<file path="src/rtl/mul_issue_station_if.sv">
// Dispatch, CDB, multiplier and writeback signals of the multiply reservation station.
interface mul_issue_station_if #(
  parameter int unsigned TAG_W = 5
);
  logic             disp_valid;
  logic             disp_ready;
  logic [4:0]       disp_op;
  logic [TAG_W-1:0] disp_tag;
  logic [31:0]      disp_rs1_val;
  logic             disp_rs1_rdy;
  logic [TAG_W-1:0] disp_rs1_tag;
  logic [31:0]      disp_rs2_val;
  logic             disp_rs2_rdy;
  logic [TAG_W-1:0] disp_rs2_tag;
  logic             cdb_valid;
  logic [TAG_W-1:0] cdb_tag;
  logic [31:0]      cdb_data;
  logic             mul_start;
  logic [4:0]       mul_op_sel;
  logic [31:0]      mul_rs1;
  logic [31:0]      mul_rs2;
  logic             mul_done;
  logic [31:0]      mul_result;
  logic             wb_valid;
  logic [TAG_W-1:0] wb_tag;
  logic [31:0]      wb_data;

  // Station side.
  modport slave (
    input  disp_valid, disp_op, disp_tag,
    input  disp_rs1_val, disp_rs1_rdy, disp_rs1_tag,
    input  disp_rs2_val, disp_rs2_rdy, disp_rs2_tag,
    input  cdb_valid, cdb_tag, cdb_data,
    input  mul_done, mul_result,
    output disp_ready, mul_start, mul_op_sel, mul_rs1, mul_rs2,
    output wb_valid, wb_tag, wb_data
  );

  // Dispatch/CDB/multiplier side.
  modport master (
    output disp_valid, disp_op, disp_tag,
    output disp_rs1_val, disp_rs1_rdy, disp_rs1_tag,
    output disp_rs2_val, disp_rs2_rdy, disp_rs2_tag,
    output cdb_valid, cdb_tag, cdb_data,
    output mul_done, mul_result,
    input  disp_ready, mul_start, mul_op_sel, mul_rs1, mul_rs2,
    input  wb_valid, wb_tag, wb_data
  );
endinterface

</file>
<file path="src/rtl/mul_issue_station.sv">
// Reservation station feeding a pipelined RV32M multiplier: buffers ops, snoops the CDB,
// issues the oldest ready op each cycle and re-pairs results with their tags at writeback.
module mul_issue_station #(
  parameter int unsigned DEPTH   = 4,
  parameter int unsigned TAG_W   = 5,
  parameter int unsigned MUL_LAT = 4
) (
  input  logic               clk,
  input  logic               rst_n,
  input  logic               flush_i,
  mul_issue_station_if.slave bus
);

  localparam int unsigned IdxW = (DEPTH > 1) ? $clog2(DEPTH) : 1;

  typedef struct packed {
    logic [4:0]       op;
    logic [TAG_W-1:0] tag;
    logic [31:0]      rs1_val;
    logic             rs1_rdy;
    logic [TAG_W-1:0] rs1_tag;
    logic [31:0]      rs2_val;
    logic             rs2_rdy;
    logic [TAG_W-1:0] rs2_tag;
  } entry_t;

  logic [DEPTH-1:0]   valid_q, valid_d;
  entry_t             entry_q [DEPTH];
  entry_t             entry_d [DEPTH];
  // older_q[i][j] set means entry i was dispatched before entry j.
  logic [DEPTH-1:0]   older_q [DEPTH];
  logic [DEPTH-1:0]   older_d [DEPTH];
  logic [MUL_LAT-1:0] dl_valid_q, dl_valid_d;
  logic [TAG_W-1:0]   dl_tag_q [MUL_LAT];
  logic [TAG_W-1:0]   dl_tag_d [MUL_LAT];

  logic             free_found;
  logic [IdxW-1:0]  free_idx;
  logic [DEPTH-1:0] cand;
  logic [DEPTH-1:0] oldest;
  logic [IdxW-1:0]  issue_idx;
  logic             issue_any;
  logic             mul_start;
  logic             disp_ready;
  logic             disp_fire;
  logic             wb_valid;
  entry_t           disp_entry;

  always_comb begin
    free_found = 1'b0;
    free_idx   = '0;
    for (int i = 0; i < DEPTH; i++) begin
      if (!valid_q[i] && !free_found) begin
        free_found = 1'b1;
        free_idx   = IdxW'(i);
      end
    end
  end

  // Oldest candidate: no other candidate is older than it.
  always_comb begin
    cand      = '0;
    oldest    = '0;
    issue_idx = '0;
    for (int i = 0; i < DEPTH; i++) begin
      cand[i] = valid_q[i] & entry_q[i].rs1_rdy & entry_q[i].rs2_rdy;
    end
    for (int i = 0; i < DEPTH; i++) begin
      oldest[i] = cand[i];
      for (int j = 0; j < DEPTH; j++) begin
        if (cand[j] && older_q[j][i]) begin
          oldest[i] = 1'b0;
        end
      end
      if (oldest[i]) begin
        issue_idx = IdxW'(i);
      end
    end
  end

  assign issue_any  = |cand;
  assign mul_start  = issue_any & ~flush_i;
  assign disp_ready = ~(&valid_q) & ~flush_i;
  assign disp_fire  = bus.disp_valid & disp_ready;

  // Incoming entry with same-cycle CDB bypass.
  always_comb begin
    disp_entry = '{
      op:      bus.disp_op,
      tag:     bus.disp_tag,
      rs1_val: bus.disp_rs1_val,
      rs1_rdy: bus.disp_rs1_rdy,
      rs1_tag: bus.disp_rs1_tag,
      rs2_val: bus.disp_rs2_val,
      rs2_rdy: bus.disp_rs2_rdy,
      rs2_tag: bus.disp_rs2_tag
    };
    if (!bus.disp_rs1_rdy && bus.cdb_valid && (bus.disp_rs1_tag == bus.cdb_tag)) begin
      disp_entry.rs1_val = bus.cdb_data;
      disp_entry.rs1_rdy = 1'b1;
    end
    if (!bus.disp_rs2_rdy && bus.cdb_valid && (bus.disp_rs2_tag == bus.cdb_tag)) begin
      disp_entry.rs2_val = bus.cdb_data;
      disp_entry.rs2_rdy = 1'b1;
    end
  end

  always_comb begin
    valid_d = valid_q;
    entry_d = entry_q;
    older_d = older_q;
    for (int i = 0; i < DEPTH; i++) begin
      if (valid_q[i] && bus.cdb_valid) begin
        if (!entry_q[i].rs1_rdy && (entry_q[i].rs1_tag == bus.cdb_tag)) begin
          entry_d[i].rs1_val = bus.cdb_data;
          entry_d[i].rs1_rdy = 1'b1;
        end
        if (!entry_q[i].rs2_rdy && (entry_q[i].rs2_tag == bus.cdb_tag)) begin
          entry_d[i].rs2_val = bus.cdb_data;
          entry_d[i].rs2_rdy = 1'b1;
        end
      end
    end
    if (mul_start) begin
      valid_d[issue_idx] = 1'b0;
    end
    if (disp_fire) begin
      valid_d[free_idx] = 1'b1;
      entry_d[free_idx] = disp_entry;
      older_d[free_idx] = '0;
      for (int j = 0; j < DEPTH; j++) begin
        older_d[j][free_idx] = (j != int'(free_idx));
      end
    end
    if (flush_i) begin
      valid_d = '0;
    end
  end

  always_comb begin
    dl_valid_d    = '0;
    dl_valid_d[0] = mul_start;
    dl_tag_d[0]   = entry_q[issue_idx].tag;
    for (int i = 1; i < MUL_LAT; i++) begin
      dl_valid_d[i] = dl_valid_q[i-1];
      dl_tag_d[i]   = dl_tag_q[i-1];
    end
    if (flush_i) begin
      dl_valid_d = '0;
    end
  end

  always_ff @(posedge clk or negedge rst_n) begin
    if (!rst_n) begin
      valid_q    <= '0;
      dl_valid_q <= '0;
      for (int i = 0; i < DEPTH; i++) begin
        entry_q[i] <= '0;
        older_q[i] <= '0;
      end
      for (int i = 0; i < MUL_LAT; i++) begin
        dl_tag_q[i] <= '0;
      end
    end else begin
      valid_q    <= valid_d;
      entry_q    <= entry_d;
      older_q    <= older_d;
      dl_valid_q <= dl_valid_d;
      dl_tag_q   <= dl_tag_d;
    end
  end

  always_comb begin
    bus.mul_op_sel = '0;
    bus.mul_rs1    = '0;
    bus.mul_rs2    = '0;
    if (mul_start) begin
      bus.mul_op_sel = entry_q[issue_idx].op;
      bus.mul_rs1    = entry_q[issue_idx].rs1_val;
      bus.mul_rs2    = entry_q[issue_idx].rs2_val;
    end
  end

  // Flushed ops still raise mul_done; their cleared delay-line valid suppresses writeback.
  assign wb_valid       = bus.mul_done & dl_valid_q[MUL_LAT-1];
  assign bus.disp_ready = disp_ready;
  assign bus.mul_start  = mul_start;
  assign bus.wb_valid   = wb_valid;
  assign bus.wb_tag     = wb_valid ? dl_tag_q[MUL_LAT-1] : '0;
  assign bus.wb_data    = wb_valid ? bus.mul_result : '0;

endmodule

</file>
<file path="src/flat_wrapper.sv">
// flat-port wrapper written by rule: the top's interface ports become plain ports
module mul_issue_station_flat 
#(
  parameter int unsigned DEPTH   = 4,
  parameter int unsigned TAG_W   = 5,
  parameter int unsigned MUL_LAT = 4
)
  (clk, rst_n, flush_i, bus_disp_valid, bus_disp_op, bus_disp_tag, bus_disp_rs1_val, bus_disp_rs1_rdy, bus_disp_rs1_tag, bus_disp_rs2_val, bus_disp_rs2_rdy, bus_disp_rs2_tag, bus_cdb_valid, bus_cdb_tag, bus_cdb_data, bus_mul_done, bus_mul_result, bus_disp_ready, bus_mul_start, bus_mul_op_sel, bus_mul_rs1, bus_mul_rs2, bus_wb_valid, bus_wb_tag, bus_wb_data);
  mul_issue_station_if #(.TAG_W(TAG_W)) bus_i ();
  input  logic clk;
  input  logic rst_n;
  input  logic flush_i;
  input wire logic [$bits(bus_i.disp_valid)-1:0] bus_disp_valid;
  input wire logic [$bits(bus_i.disp_op)-1:0] bus_disp_op;
  input wire logic [$bits(bus_i.disp_tag)-1:0] bus_disp_tag;
  input wire logic [$bits(bus_i.disp_rs1_val)-1:0] bus_disp_rs1_val;
  input wire logic [$bits(bus_i.disp_rs1_rdy)-1:0] bus_disp_rs1_rdy;
  input wire logic [$bits(bus_i.disp_rs1_tag)-1:0] bus_disp_rs1_tag;
  input wire logic [$bits(bus_i.disp_rs2_val)-1:0] bus_disp_rs2_val;
  input wire logic [$bits(bus_i.disp_rs2_rdy)-1:0] bus_disp_rs2_rdy;
  input wire logic [$bits(bus_i.disp_rs2_tag)-1:0] bus_disp_rs2_tag;
  input wire logic [$bits(bus_i.cdb_valid)-1:0] bus_cdb_valid;
  input wire logic [$bits(bus_i.cdb_tag)-1:0] bus_cdb_tag;
  input wire logic [$bits(bus_i.cdb_data)-1:0] bus_cdb_data;
  input wire logic [$bits(bus_i.mul_done)-1:0] bus_mul_done;
  input wire logic [$bits(bus_i.mul_result)-1:0] bus_mul_result;
  output wire logic [$bits(bus_i.disp_ready)-1:0] bus_disp_ready;
  output wire logic [$bits(bus_i.mul_start)-1:0] bus_mul_start;
  output wire logic [$bits(bus_i.mul_op_sel)-1:0] bus_mul_op_sel;
  output wire logic [$bits(bus_i.mul_rs1)-1:0] bus_mul_rs1;
  output wire logic [$bits(bus_i.mul_rs2)-1:0] bus_mul_rs2;
  output wire logic [$bits(bus_i.wb_valid)-1:0] bus_wb_valid;
  output wire logic [$bits(bus_i.wb_tag)-1:0] bus_wb_tag;
  output wire logic [$bits(bus_i.wb_data)-1:0] bus_wb_data;
  assign bus_i.disp_valid = bus_disp_valid;
  assign bus_i.disp_op = bus_disp_op;
  assign bus_i.disp_tag = bus_disp_tag;
  assign bus_i.disp_rs1_val = bus_disp_rs1_val;
  assign bus_i.disp_rs1_rdy = bus_disp_rs1_rdy;
  assign bus_i.disp_rs1_tag = bus_disp_rs1_tag;
  assign bus_i.disp_rs2_val = bus_disp_rs2_val;
  assign bus_i.disp_rs2_rdy = bus_disp_rs2_rdy;
  assign bus_i.disp_rs2_tag = bus_disp_rs2_tag;
  assign bus_i.cdb_valid = bus_cdb_valid;
  assign bus_i.cdb_tag = bus_cdb_tag;
  assign bus_i.cdb_data = bus_cdb_data;
  assign bus_i.mul_done = bus_mul_done;
  assign bus_i.mul_result = bus_mul_result;
  assign bus_disp_ready = bus_i.disp_ready;
  assign bus_mul_start = bus_i.mul_start;
  assign bus_mul_op_sel = bus_i.mul_op_sel;
  assign bus_mul_rs1 = bus_i.mul_rs1;
  assign bus_mul_rs2 = bus_i.mul_rs2;
  assign bus_wb_valid = bus_i.wb_valid;
  assign bus_wb_tag = bus_i.wb_tag;
  assign bus_wb_data = bus_i.wb_data;
  mul_issue_station #(.DEPTH(DEPTH), .TAG_W(TAG_W), .MUL_LAT(MUL_LAT)) u_core (.clk(clk), .rst_n(rst_n), .flush_i(flush_i), .bus(bus_i));
endmodule
</file>
<file path="config.mk">
export PLATFORM = sky130hd
export DESIGN_NAME = mul_issue_station_flat
export DESIGN_NICKNAME = d
export VERILOG_FILES = /design/src/rtl/mul_issue_station_if.sv /design/src/rtl/mul_issue_station.sv /design/src/flat_wrapper.sv
export SDC_FILE = /design/constraint.sdc
export NUM_CORES = 1
export LEC_CHECK = 0
export BUFFER_PORTS_ARGS = -buffer_cell sky130_fd_sc_hd__buf_2
export CORE_UTILIZATION = 30
export DETAILED_ROUTE_END_ITERATION = 10
export GPL_ROUTABILITY_DRIVEN = 0
export HOLD_SLACK_MARGIN = 0.08
export SYNTH_ARGS = -nofsm -noshare
export SYNTH_HDL_FRONTEND = slang
export SYNTH_SLANG_ARGS = --single-unit
</file>
<file path="constraint.sdc">
create_clock -name clk -period 3.3 [get_ports clk]
set_input_delay 0.825 -clock clk [delete_from_list [all_inputs] [get_ports clk]]
set_output_delay 0.825 -clock clk [all_outputs]
set_load 0.02 [all_outputs]
</file>
* After elaboration in Yosys (flattened, before gate mapping)
Cells that the tools add are included.
Cells by class: add/subtract/negate cells 0, multiply operators 0, divide/modulo/power cells 0, order comparisons 7, equality and inequality tests 13, shift operators 0, muxes and demuxes 65, bitwise gates (word level) 21, reduce and logical (&&, ||, !) cells 52
Operator list (number):
- 33-bit two-way mux | 18
- 344-bit bitwise mux | 1
- 334-bit two-way mux | 1
- 86-bit two-way mux | 3
- 86-bit binary-select mux with 2-bit select | 1
- 86-bit demux with 2-bit select | 1
- 32-bit two-way mux | 3
- 5-bit equality test | 10
- 1-bit logical AND | 34
- 4-bit two-way mux | 5
- 1-bit two-way mux | 19
- 16-bit bitwise AND | 1
- 4-bit bitwise mux | 4
- 16-bit inverter | 1
- 1-bit zero test | 15
- 1-bit bitwise AND | 12
- 5-bit two-way mux | 2
- 4-bit demux with 2-bit select | 1
- 2-bit two-way mux | 4
- 3-bit >= comparator, second input constant | 2
- 2-bit by 3-bit less-than comparator with 1-bit output, second input constant | 2
- 2-bit inverter with 3-bit output | 2
- 4-bit bitwise AND | 1
- 1-bit demux with 2-bit select | 2
- other kinds (10) | 13
Storage, ports and cells: register bits after elaboration 388, bits in latches 0, bits in writable memories 0, bits in read-only memories 0, word-level logic and storage cells 200, memories 0

* Depth between registers and ports, before layout
Gate-level depths: netlist of run 1.
depth in word-level cells 20, depth in mapped cells 10, mapped depth without buffers 5

* Least setup slack after synthesis of run 1
No wires, ideal clock.
kind input to output, from in flush_i, to out bus_mul_rs2[21], arrival 2055 ps, required time 2475 ps, path slack 420 ps, stages 6, cell sequence buf_4 > a41o_1 > buf_2 > clkbuf_1 > clkbuf_1 > a21oi_1
Between the ends: cells in the longest elaborated chain, start to end 3
Ends and longest elaborated chain:
- start, declared | line flat_wrapper.sv:12 | input logic flush_i;
- 1-bit inverter | line mul_issue_station.sv:82 | assign mul_start = issue_any & ~flush_i;
- 1-bit bitwise AND | line mul_issue_station.sv:82
- 32-bit two-way mux | line mul_issue_station.sv:177 | if (mul_start) begin
- end, declared | line flat_wrapper.sv:31 | output wire logic [$bits(bus_i.mul_rs2)-1:0] bus_mul_rs2;
Every way passes these cells.

* Worst setup path in the final report of run 1
from reg u_core.entry_q[91] (netlist bit), to out bus_mul_rs2[5]
Between the ends: cells in the longest elaborated chain, start to end 12, elaborated cells between the ends (all ways) 22, classes of those cells mux (15); bitwise (3); reduce/logical (4)
Ends and longest elaborated chain:
- start, declared | line mul_issue_station.sv:28 | entry_t entry_q [DEPTH];
- start signal, assigned | line mul_issue_station.sv:166 | entry_q <= entry_d;
- 1-bit bitwise AND * | line mul_issue_station.sv:66 | cand[i] = valid_q[i] & entry_q[i].rs1_rdy & entry_q[i].rs2_rdy;
- 1-bit two-way mux / 1-bit logical AND (equally long branches) | line mul_issue_station.sv:71 | if (cand[j] && older_q[j][i]) begin
- 1-bit two-way mux (2 in a row) | line mul_issue_station.sv:71
- 1-bit two-way mux, on equally long branches | line mul_issue_station.sv:71, mul_issue_station.sv:75
- 2-bit two-way mux (2 in a row) | line mul_issue_station.sv:75 | if (oldest[i]) begin
- 2-bit inverter with 3-bit output (not written as such) | line mul_issue_station.sv:180 | bus.mul_rs2 = entry_q[issue_idx].rs2_val;
- 86-bit binary-select mux with 2-bit select | line mul_issue_station.sv:180
- 86-bit two-way mux (2 in a row)
- 32-bit two-way mux * | line mul_issue_station.sv:177
Every way passes the cells marked *; elsewhere a longest branch is shown, timed or not. The select of a mux whose other input is x is not followed.

==> results of run 1 <==
## logic make-up after synthesis
family,count (synthesis)
compound gates,606
xor+xnor,50
buf+inv,244
flops,384
simple gates,558
## stage by stage
stage	setup WS, ns	TNS, ns	power, uW	cells	hold slack [ns]
2_1_floorplan	0.420	0	7180	1842	0.331
3_5_place_dp	0.148	0	7900	2839	0.336
4_1_cts	-0.120	-4.36	13100	2956	0.281
6_report	-0.223	-7.62	13200	2982	0.223
3_3_place_gp	0.174	0	7800	2839	0.333
5_1_grt	-0.230	-12.07	13700	2977	0.256
## power breakdown
group | total [uW] | internal (uW) | switching (uW)
clock | 5020 | 2960 | 2060
combinational | 2110 | 1100 | 1010
sequential | 6050 | 5510 | 545
## registers in the layout, indices dropped and copies added (netlist names), named ones only
name and flops:
u_core.older_q 6, u_core.dl_tag_d 15, u_core.valid_q 4, u_core.dl_valid_q 4
u_core.dl_tag_q 5, u_core.entry_q 344
## worst max-delay path by stage
stage	start	end	cells after the start
after floorplan	flush_i	bus_mul_rs2[21]	6
after global placement	u_core.valid_q[2]	bus_mul_rs2[2]	8
after detailed placement	u_core.valid_q[3]	bus_mul_rs2[2]	7
after CTS	u_core.entry_q[177]	bus_mul_rs2[2]	8
after global routing	u_core.entry_q[215]	bus_mul_rs1[29]	10
final	u_core.entry_q[91]	bus_mul_rs2[5]	8
## worst max-delay path, delay by kind of cell (launching register included)
kind | cells | cell delay, ns
compound gates | 2 | 0.36
buf+inv | 3 | 0.54
simple gates | 3 | 0.74
flops | 1 | 0.46
## routing by layer
layer | vias to the layer above | track usage [%]
met2 | 806 | 36.0
met4 | 32 | 8.76
met5 | - | 0
met1 | 8774 | 30.2
met3 | 168 | 5.81
li1 | 7356 | -
## final cells by class
cell class                 count  area (sq um)
clock inverter                15           248
tap                          846          1060
antenna                        9          22.5
fill                        6063         38000
inverter                      34           128
sequential                   384          9620
clock buffer                  58          1200
multi-input combinational   1216          9110
timing repair buffer         420          3590
## synth_stat cells (3+ instances only)
cell type	number
dfrtp_1	384
nand2_1	275
a22oi_1	149
o221a_2	139
a21oi_1	110
or3_1	98
clkbuf_1	92
o21a_1	64
buf_2	51
or2_2	49
and3_1	37
xnor2_1	37
buf_1	35
inv_1	34
o22a_1	32
o32a_1	32
o32ai_1	32
buf_6	21
o221a_1	21
nor2_1	18
or2_0	17
nand4_1	14
xor2_1	13
buf_4	11
o21ai_0	11
nand3_1	9
nor3_2	5
o21ai_1	5
and2_1	4
nor2b_1	4
or2_1	4
or4_4	4
and4_1	3
and4b_1	3
nor3_1	3
## timing repair
item / 4_1_cts / 5_1_grt
cloned: 9 / 9
pin swaps: 28 / 39
gates resized for setup: 180 / 112
setup endpoints to repair: 70 / 70
buffers inserted: 35 / 9
==> summary.md, run 1 <==
For the count of hold-fix buffers inserted at cts, the log shows 0. In the finished design, the share of the clock period the worst path needs comes to 107%. Cells fill 39.7% of the core in the end.

For the number of warning messages in the yosys log, the log shows 0. The power density normalized to cell area is 527 nW/um^2. TritonCTS created 42 clock buffers.

For the clock network latency to the later pin of the worst-skew pair, the log shows 0.60 ns. Setup violations remaining at the end of the flow were counted as 69. The portion of synthesized area spent on multiplexers is 0%.

For flop-to-flop paths, the worst setup slack is 0.89 ns. The share of synthesized cell area in and, or, nand and nor gates came out at 14.9%. By area the synthesized netlist is led by dfrtp_1 (50%), o221a_2 (8.2%), a22oi_1 (5.9%). Dividing the detail-routed via count by the number of cells gives 5.75. Category of the worst setup path launch point: a register. Data on the critical path is required at its endpoint by 2.47 ns. The number of slew-limit violations in the final report was 0; the adder and majority gate portion of the synthesized area was 0%.

At the pin with the least slew margin, the transition time is 0.844 ns. In this run the top signal layer used is met5. The routed design could run at a clock period as short as 3.52 ns. STA classifies the critical path endpoint as an output pin. The tools report the CTS root buffer as clkbuf_16. The most frequent cell on the critical path was buf_12.

For the final worst setup slack, the log shows -0.223 ns. In the synthesized netlist the async set-or-reset flop fraction comes to 100%. 270 I/O pins were placed. The worst-case IR drop observed on VDD is 0.341 mV. The floorplan row count was 92.

For the worst setup path, the data arrival time is 2.70 ns. After detailed routing, the number of remaining DRC violations is 0. The tools report the number of instances in the synthesized netlist as 1842. For the total wirelength of the detailed-routed design, the log shows 76600 um. For the summed area of non-filler cells in the final layout, the log shows 25000 sq um.

The top cell type by area accounts for 50.4% of the synthesized area. For this run, the post-layout net count is 2259. Of all cell types, the one taking the most synthesized area is dfrtp_1. Floorplan die height: 254 um. The tightest min-delay check is of the input pin to async pin type. The endpoint identified for the worst register-to-register timing path is u_core.entry_q[154]. The DRC violation total after the first TritonRoute iteration is 1731.

By area, the combinational part of the netlist is dominated by compound AO/OA/AOI/OAI gates. Area added between synthesis and finish: 31.0%. Count of nets left with antenna violations after detail routing: 0. The tools report the number of antenna violations at the first check in global routing as 24. The kind of critical path is register to output pin.

In this run the cell area measured after placement is 21600 sq um. In the final routed layout, each cell accounts on average for 25.7 um. In this run, synthesis inferred 0 flip-flops with an integrated enable. Between clock sinks in the finished design, the worst skew comes to 0.0237 ns.

In the final layout, the share of cells above drive strength 1 is 40.2%. The HPWL reported at the end of detailed placement came out at 46000 um. The tools report the startpoint of the most critical register-to-register path as u_core.valid_q[0].

The detailed router put a total of 32100 um of wire on met1. The effective utilization at floorplan is 30.3%. On the critical path, the stage with the largest delay is an instance of dfrtp_2.

Counting every net in the synthesized netlist gives 2003. In the layout the commonest cells are dfrtp_1 (373), nand2_1 (274), buf_2 (199). The run gives 63000 sq um as the area of the placeable core.

The maximum fanout count along the critical path works out to 12. Summing the areas of all compound-gate instances in the mapped netlist gives 26.3% of the synthesized area. After synthesis, flip-flops and latches occupy 50.4% of the total area. The routed layout has 17.1k vias. The register clock-pin slew on the reported worst setup and hold paths works out to 0.06 ns. The horizontal die dimension was 254 um; the xor/xnor share of the synthesized area was 2.30%. The via count of the first global-routing pass was 17.2k; the number of levels in the clock H-tree was 2.

The library cell used most frequently in the layout, excluding fill and tap cells, is dfrtp_1. For this run the aggregate overflow at the end of global routing stands at 0. The main flop type after synthesis was dfrtp_1. The run finished, with violations left. The clock drives 384 sinks. The detailed-router iteration count before antenna repair is 5, and the total met2 wirelength after detailed routing is 35700 um. The run gives 22.9% as the overall track demand over capacity in global routing.

The timing-limited maximum frequency is 0.284 GHz. Max-cap violations in this run came to 0. The logs give 0.0106 uW for the standby leakage power and 54 for the count of unique library cells instantiated by Yosys. Input and output buffers added on the ports amount to 269.

Setup repair after global routing could not meet its margin everywhere. The wire length of the first global-routing pass is 112000 um. The worst pin sits at a relative slew slack of 43.8%. The longest clock path from root to sink contains 3 buffers. The floorplan step defined a die boundary enclosing 64600 sq um. TritonCTS built the clock tree. The critical path goes through and4b_1 > and4_4 > nor3_4 > buf_12 > buf_12 > a22oi_2 > a21oi_2 > buf_6.

The peak per-stage delay on the critical path was 0.46 ns; the wire length on met3 was 6230 um. In this run, synthesis produced a sequential element count of 384. A synthesized cell averages 10.4 sq um.

The checks that failed: negative setup slack. Entering global routing, the biggest net connects 81 pins. The tools report the number of hold-slack violations in the final timing report as 0. The worst-case reg-to-reg path depth was 7; the cell area after synthesis was 19100 sq um.
Power figures use the tool's default switching activity.
==> run 2: changes to the inputs <==
Clock period 3.3 ns to 2.95 ns, I/O delays scaled along.
==> summary.md, run 2 (same netlist as run 1, synthesis figures left out) <==
The flow ran to the end, but the final reports show violations. The checks that failed: negative setup slack. The effective utilization at floorplan was 30.3% (unchanged); the maximum count of clock buffers along a single path was 3 (unchanged). The run gives 1866 (+7.8%) as the DRC violation total after the first TritonRoute iteration. The register clock-pin slew on the reported worst setup and hold paths is 0.06 ns (about the same), and the number of slew-limit violations in the final report is 0 (unchanged).

The area added between synthesis and finish was 30.9% (about the same); the number of levels in the clock H-tree was 2 (unchanged). The run gives 0.121 ns (-0.102 ns) as the tightest hold margin. Clock tree synthesis selected as its root buffer the cell clkbuf_16.

The power after layout was 14700 uW (+11%); the final clock skew was 0.0254 ns (+0.00170 ns). The horizontal die dimension was 254 um (unchanged); the layout filler cell count was 6028 (-0.58%). The run gives 0.60 ns (about the same) as the clock network latency to the later pin of the worst-skew pair. The tools report the aggregate global routing overflow as 0 (unchanged). The slowest stage of the critical path belongs to the cell dfrtp_1.

The floorplan die height was 254 um (unchanged). Setup repair after global routing could not meet its margin everywhere. The tools report the TritonCTS buffer count as 44 (+4.8%). The register-to-register setup slack came out at 0.52 ns (-0.37 ns).

The maximum VDD drop is 0.400 mV (+17%). The library cells used most frequently in the layout, excluding fill and tap cells, are dfrtp_1 (380), nand2_1 (274), buf_2 (199). The run gives 0.0107 uW (+1.3%) as the standby leakage power. The fraction of the core area covered by cells at the end of the flow came out at 39.6% (about the same).

For the number of DRC violations after detailed routing, the log shows 0 (unchanged). The path class of the lowest-slack min-delay path is input pin to async pin. The run gives 70 (+1.4%) as the count of final setup violators.

Area of the placeable core: 63000 sq um (unchanged). The power density normalized to cell area came out at 587 nW/um^2 (+11%). The category of the worst setup path launch point was a register. The kind of critical path was register to output pin. The logs give 2.21 ns (-0.26 ns) for the data required time at the worst endpoint and -23.17 ns (-15.55 ns) for the setup TNS after final layout. Counting stages on the worst path, the most repeated cell is buf_6. Count of nets left with antenna violations after detail routing: 0 (unchanged).

The area taken by multi-input logic gates came out at 8880 sq um (-2.6%). The count of vias placed by the detailed router is 17.2k (+0.14%), and the fraction of final layout cells with drive strength greater than 1 is 38.0% (-2.2 points). The signal on the critical path passes through buf_4 > nand4_1 > and4_4 > nor3b_4 > buf_6 > buf_16 > a22oi_2 > a21oi_2 > buf_6. The logs give 73 (-9.9%) for the maximum number of pins on one net before global-route repair and 270 (unchanged) for the boundary pin count. The relative slew slack was 29.7% (-14 points). The tools report the critical path launch point as u_core.entry_q[177].

Peak per-stage delay on the critical path: 0.41 ns (-0.05 ns). The via count of the first global-routing pass is 17.5k (+1.7%). The count of hold-fix buffers inserted at cts came out at 0 (unchanged).

The number of buffers inserted by port buffering was 269 (unchanged); the number of sinks driven by the clock tree was 384 (unchanged). The data arrival time of the worst path is 2.61 ns (-0.09 ns), and the minimum clock period after layout is 3.35 ns. The tools report the number of hold-slack violations in the final timing report as 0 (unchanged). The total wirelength of the detailed-routed design was 77900 um (+1.6%). TritonCTS built the clock tree. The sequential standard cell area is 9610 sq um (about the same).

Startpoint of the most critical register-to-register path: u_core.valid_q[1]. The sort of element at the end of the critical path is an output pin. The tools report the HPWL reported at the end of detailed placement as 45900 um (-0.37%). Leaving out fill and tap cells, the most frequent cell in the layout is dfrtp_1. The maximum fanout count along the critical path was 9 (-3); the reported max-cap violation count was 0 (unchanged).

The flip-flop count of the largest register, all copies and words added is 344 (unchanged), and the routed wire length per instance is 26.0 um (+1.2%). The number of antenna violations at the first check in global routing is 19 (-21%), and the actual slew at the worst max-slew pin is 1.05 ns (+0.208 ns). The logs give 5 (unchanged) for the detailed-router iteration count before antenna repair and 0.299 GHz for the timing-limited maximum frequency. The mean number of vias per cell is 5.74 (-0.19%), and the net total in the final layout is 2275 (+0.71%). The minimum setup slack after placement came out at -0.0450 ns (-0.193 ns). Ranked by flip-flop count, first place goes to u_core.entry_q.

For the wire length of the first global-routing pass, the log shows 113000 um (+1.2%). The floorplan row count was 92 (unchanged). The final worst setup slack is -0.399 ns (-0.176 ns).

After layout, the worst path uses 114% of the clock period. The overall track demand over capacity in global routing is 23.3% (+0.38 points). The die footprint came out at 64600 sq um (unchanged).
==> run 2: changes by cell type in the layout (fill, tap and decap cells not counted), moves of 4 or more <==
| cell | previous run | this run |
|---|---|---|
| a21oi_2 | 53 | 38 |
| a21oi_1 | 50 | 66 |
| buf_12 | 31 | 37 |
| nand3_2 | 4 | 0 |
| dfrtp_2 | 11 | 4 |
| nand3_1 | 5 | 9 |
| buf_6 | 56 | 46 |
| dfrtp_1 | 373 | 380 |
| diode_2 | 9 | 2 |
| buf_4 | 115 | 129 |
| buf_16 | 9 | 13 |
| a22oi_2 | 68 | 41 |
| a22oi_1 | 81 | 108 |
==> run 2: what timing repair did <==
action	in CTS	in global routing
hold endpoints to repair	0	0
cloned	15	8
endpoints found under the setup margin	70	70
resized for setup	171	47
pin swaps	22	22
setup buffers	27	15
==> run 2: path summary, 6_finish.rpt <==
| path | to | cells past startpoint |
|---|---|---|
| min in group clk | u_core.dl_tag_d[6] | 0 |
| worst max-delay path | bus_mul_rs2[5] | 9 |
| worst max register to register | u_core.entry_q[185] | 8 |
| worst min register to register | u_core.dl_tag_d[6] | 0 |
| max in group asynchronous | u_core.entry_q[66] | 2 |
| worst min-delay path | u_core.entry_q[223] | 1 |
==> run 2: final cells by class <==
cell class,count,area share [%]
multi-input combinational,1216,35.6
tap,846,4.24
clock inverter,14,0.817
sequential,384,38.5
clock buffer,62,5.00
timing repair buffer,434,15.3
inverter,34,0.511
antenna,2,0.0200
==> run 2: worst max-delay path, delay by kind of cell (launching register included) <==
kind	cells	cell delay, ns
AO/OA/AOI/OAI	2	0.32
buffers and inverters	4	0.69
flip-flops	1	0.41
AND/OR/NAND/NOR	3	0.59
==> run 2: power by group <==
group / internal, uW / leakage (uW) / total [uW] / switching [uW]
logic: 1210 / 0.00535 / 2320 / 1110
registers: 6160 / 0.00467 / 6740 / 585
clock network: 3310 / 0.000717 / 5590 / 2290
total: 10700 / 0.0107 / 14700 / 3980
==> run 2: metal layers <==
layer	share of wire (%)	GRT usage [%]
met1	41	29.8
met2	47	37.9
met4	2.9	8.36
met5	0.26	0
met3	8.6	5.90
==> run 2: stage by stage <==
stage | instances | instance area, sq um
floorplan | 1842 | 19100
global placement | 2851 | 21800
detailed placement | 2851 | 21800
CTS | 2969 | 24500
global route | 2991 | 25000
finish | 2992 | 25000
